`src/rtl/student_adder_pkg.sv`:
```
// Shared definitions for the serial adder slice.
//   state_t        : FSM encoding (IDLE / RUN / DONE)
//   DEFAULT_WIDTH  : default operand width
package student_adder_pkg;

    localparam int DEFAULT_WIDTH = 8;

    typedef enum logic [1:0] {
        IDLE = 2'd0,
        RUN  = 2'd1,
        DONE = 2'd2
    } state_t;

endpackage

```
`src/rtl/student_full_adder.sv`:
```
// 1-bit full adder slice.
//   a, b  : operand bits
//   c     : carry in
//   sum   : a ^ b ^ c
//   carry : majority(a, b, c)
module student_full_adder (
    input  logic a,
    input  logic b,
    input  logic c,
    output logic sum,
    output logic carry
);

    assign sum   = a ^ b ^ c;
    assign carry = (a & b) | (a & c) | (b & c);

endmodule

```
`src/rtl/student_serial_adder.sv`:
```
// Bit-serial adder: {cout,sum} = a + b + cin, one bit per clock, LSB first,
// through a single full-adder slice.
//   clk, rst_n : clock, asynchronous active-low reset
//   start      : begin an addition (accepted in IDLE or DONE)
//   a, b, cin  : operands, captured on an accepted start
//   busy       : high while the addition is running
//   done       : one-cycle pulse, sum/cout valid
//   sum, cout  : result, held until the next addition overwrites it
module student_serial_adder
    import student_adder_pkg::*;
#(
    parameter int WIDTH = DEFAULT_WIDTH
) (
    input  logic             clk,
    input  logic             rst_n,
    input  logic             start,
    input  logic [WIDTH-1:0] a,
    input  logic [WIDTH-1:0] b,
    input  logic             cin,
    output logic             busy,
    output logic             done,
    output logic [WIDTH-1:0] sum,
    output logic             cout
);

    localparam int CW = $clog2(WIDTH) + 1;

    state_t           state, nstate;
    logic [WIDTH-1:0] opa, opb, sum_q;
    logic             carry_q, cout_q;
    logic [CW-1:0]    cnt;

    logic [WIDTH-1:0] mask;
    logic             bit_a, bit_b, fa_s, fa_c;
    logic             last, accept;

    // One-hot select of the bit under processing; reduction avoids a
    // variable part-select and keeps every operand bit in use.
    assign mask   = WIDTH'(1) << cnt;
    assign bit_a  = |(opa & mask);
    assign bit_b  = |(opb & mask);
    assign last   = (cnt == CW'(WIDTH - 1));
    // A start while running is dropped here, so the operands stay frozen.
    assign accept = start && (state != RUN);

    student_full_adder u_fa (
        .a     (bit_a),
        .b     (bit_b),
        .c     (carry_q),
        .sum   (fa_s),
        .carry (fa_c)
    );

    // State register
    always_ff @(posedge clk or negedge rst_n) begin
        if (!rst_n) state <= IDLE;
        else        state <= nstate;
    end

    // Next-state logic
    always_comb begin
        nstate = state;
        case (state)
            IDLE:    nstate = start ? RUN : IDLE;
            RUN:     nstate = last ? DONE : RUN;
            DONE:    nstate = start ? RUN : IDLE;
            default: nstate = IDLE;
        endcase
    end

    // Datapath: operand capture and per-bit accumulation
    always_ff @(posedge clk or negedge rst_n) begin
        if (!rst_n) begin
            opa     <= '0;
            opb     <= '0;
            sum_q   <= '0;
            carry_q <= 1'b0;
            cout_q  <= 1'b0;
            cnt     <= '0;
        end else if (accept) begin
            opa     <= a;
            opb     <= b;
            carry_q <= cin;
            cnt     <= '0;
        end else if (state == RUN) begin
            sum_q   <= (sum_q & ~mask) | (fa_s ? mask : '0);
            carry_q <= fa_c;
            cnt     <= cnt + CW'(1);
            if (last) cout_q <= fa_c;
        end
    end

    // Outputs
    always_comb begin
        busy = 1'b0;
        done = 1'b0;
        case (state)
            RUN:     busy = 1'b1;
            DONE:    done = 1'b1;
            default: ;
        endcase
        sum  = sum_q;
        cout = cout_q;
    end

endmodule

```
`config.mk`:
```
export PLATFORM = sky130hd
export DESIGN_NAME = student_serial_adder
export DESIGN_NICKNAME = d
export VERILOG_FILES = /design/src/rtl/student_adder_pkg.sv /design/src/rtl/student_full_adder.sv /design/src/rtl/student_serial_adder.sv
export SDC_FILE = /design/constraint.sdc
export NUM_CORES = 1
export LEC_CHECK = 0
export ABC_AREA = 1
export BUFFER_PORTS_ARGS = -buffer_cell sky130_fd_sc_hd__buf_4
export CORE_MARGIN = 10
export CORE_UTILIZATION = 30
export CTS_CLUSTER_DIAMETER = 40
export CTS_CLUSTER_SIZE = 12
export DETAILED_ROUTE_END_ITERATION = 12
export PLACE_DENSITY = 0.51
export SETUP_SLACK_MARGIN = 0.15
export SLEW_MARGIN = 10
export SYNTH_ARGS = -nofsm -noshare
export SYNTH_HDL_FRONTEND = slang
export SYNTH_SLANG_ARGS = --single-unit
```
`constraint.sdc`:
```
create_clock -name clk -period 4.1 [get_ports clk]
set_input_delay 0.41 -clock clk [delete_from_list [all_inputs] [get_ports clk]]
set_output_delay 0.41 -clock clk [all_outputs]
set_load 0.1 [all_outputs]
```
==> results.md <==
* WS Path Type: register to register
* DR iter-0 viols at 82
* Root Buffer Master: clkbuf_8
* IO Port Bufs at 30
* Die width at 93.0 um
* GP Congestion at 0.847
* First-pass GRT wire length at 6.45 mm
* Async set-reset flop share out of synthesis at 100%
* Detailed Routing Iterations Pass 1 at 5
* Setup Buffers After CTS at 0
* Dpl ws at 1.72 ns
* Pwr dens at 948 nW/um^2
* Clock-pin slew on the worst setup and hold paths at 0.07 ns
* Setup crit start kind: register
* Minimum clock period at 2.40 ns
* Largest net degree at the start of global routing at 33
* Synth Net Count at 215
* Diodes inserted at 0
* Hold-fix buffers, CTS at 0
* Nets at 247
* Clk_lat worst skew at 0.28 ns
* CTS resizes at 0
* Share of post-route cells with drive strength above 1 at 21.3%
* H-tree Lvls at 2
* Final WS setup at 1.70 ns
* Synth Register Bits at 32
* Die area at 8650 um^2
* Final setup TNS at 0 ns
* Synth Flop Type: dfrtp_1
* Maximum clock frequency at 417 MHz
* Antenna violations before repair at 0
* Placed Area at 1860 um^2
* # setup viols final at 0
* Synthesized area at 1600 um^2
* DP HPWL at 2.74 mm
* Yosys cell types at 21
* Vias in the first global route at 1,338
* Post-synth EDFFs at 0
* Status: complete, no violations
* CTS tree: yes
* RSZ-0062 raised after global routing: no
* Die height at 93.0 um
* Max Cap Viol at 0
* Layout area overhead at 24.2%
* Initial Utilization at 31.1%
* Congestion Overflow GR at 0
* Final Instance Area at 1990 um^2
* Cell breakdown of the critical path: inv_1 -> ha_1 -> nand3_1 -> nand2_1 -> nor2_1 -> nand2_1 -> nor2_1 -> fa_1 -> o21ai_0
* Total track usage at 9.30%
* Max-slew headroom at 66.2%
* Hold Path Class: input port to async pin
* Crit path DAT at 2.59 ns
* Antenna-violating nets left at 0
* Post-route DRC at 0
* CTS max path bufs at 2
* FP Rows at 26
* Slowest stage delay, CP at 0.66 ns
* Count leader, synth: nand2_1
* CP delay by family, top: adder cells
* Mean Syn Cell Area at 8.51 um^2
* Post-synth top cells: 78 x nand2_1, 32 x dfrtp_1, 15 x nand3_1, 11 x inv_1, 11 x nor2_1
* Fillers at 552
* CTS buffer count at 5
* Worst hold slack at 0.0573 ns
* Per-cell routed wire length at 12.8 um
* CP Buf/Inv Count at 1
* Synth top area share at 50.1%
* Critical Path Fanout Max at 10
* Critical path's slowest cell: dfrtp_1
* Crit. End Element: register
* Largest cells by area after synthesis: dfrtp_1 50%, nand2_1 18%, ha_1 4.7%
* Static Leakage at 1.03 nW
* Tcrit/Tclk final at 58.5%
* Io pins at 31
* Avg Vias per Cell at 4.42
* Via count at 1,286
* Routed WL at 3.73 mm
* Worst Tran Pin Value at 0.508 ns
* Mapped Cells at 188
* VDD IR max at 0.296 mV
* Core box area at 5140 um^2
* CP required at 4.29 ns
* Clock skew at 0.00989 ns
* Largest area contributor in the netlist: dfrtp_1
* Yosys warns at 0
* Clock sinks at 32
* Max Slew Vio Count at 0
* Final hold violations at 0
* Sequential fraction of the synthesis area at 50.1%
routing by layer:
| metal | track usage (%) | up-vias | wire length [um] |
|---|---|---|---|
| met5 | 0 | - | 0 |
| met4 | 3.47 | 0 | 34 |
| met3 | 3.52 | 4 | 182 |
| met2 | 13.9 | 25 | 1730 |
| met1 | 11.9 | 593 | 1780 |
| li1 | - | 664 | - |
final cells by class:
cell class	count	area, um^2	share of cell area, %
multi-input combinational	137	683	34.4
clock inverter	1	30.0	1.51
tap	70	87.6	4.41
timing repair buffer	30	225	11.3
clock buffer	7	96.3	4.85
sequential	32	801	40.3
inverter	14	62.6	3.15
per-stage QoR:
stage | utilization [%] | power (mW) | cells
after CTS | 38.6 | 1.91 | 291
after global routing | 38.6 | 2.04 | 291
after global placement | 36.2 | 1.56 | 283
after detailed placement | 36.2 | 1.57 | 283
final | 38.6 | 1.88 | 291
after floorplan | - | 1.35 | 188
worst reg2reg max path, cell delays in order (launching register included):
cell,delay [ns]
dfrtp_1,0.66
inv_1,0.13
ha_1,0.29
nand3_1,0.10
nand2_1,0.05
nor2_1,0.10
nand2_1,0.06
nor2_1,0.13
fa_1,0.55
o21ai_0,0.22
cells by family after synthesis:
group | synth area share (%)
AO/OA/AOI/OAI | 5.56
buffers and inverters | 7.20
adder cells (fa/ha/maj) | 5.95
flip-flops | 50.1
AND/OR/NAND/NOR | 31.2
worst paths after layout:
path	startpoint	to	slack [ns]	cells after the start
max	cnt[2]	register	1.70	9
min	rst_n	opa[7]	0.06	1
max reg2reg	cnt[2]	register	1.70	9
min reg2reg	opb[7]	opb[7]	0.48	2
max in group asynchronous	rst_n	async pin	3.73	1
min in group clk	b[5]	opb[5]	0.31	3
power by group:
group	internal [mW]	switching, mW	leakage [nW]
Combinational	0.261	0.710	0.560
Clock	0.214	0.118	0.0645
Sequential	0.460	0.119	0.402
Total	0.935	0.948	1.03
cells in the final DEF, fill, tap and decap left out, types with 3 or more instances in the layout:
cell	instances
o21ai_1	5
clkbuf_8	7
nor2_1	11
dfrtp_1	32
ha_1	6
o21ai_0	10
nand3_1	15
buf_4	30
nand2_1	78
nand3_2	3
inv_1	11
No activity file was read; power rests on OpenSTA's default activity.
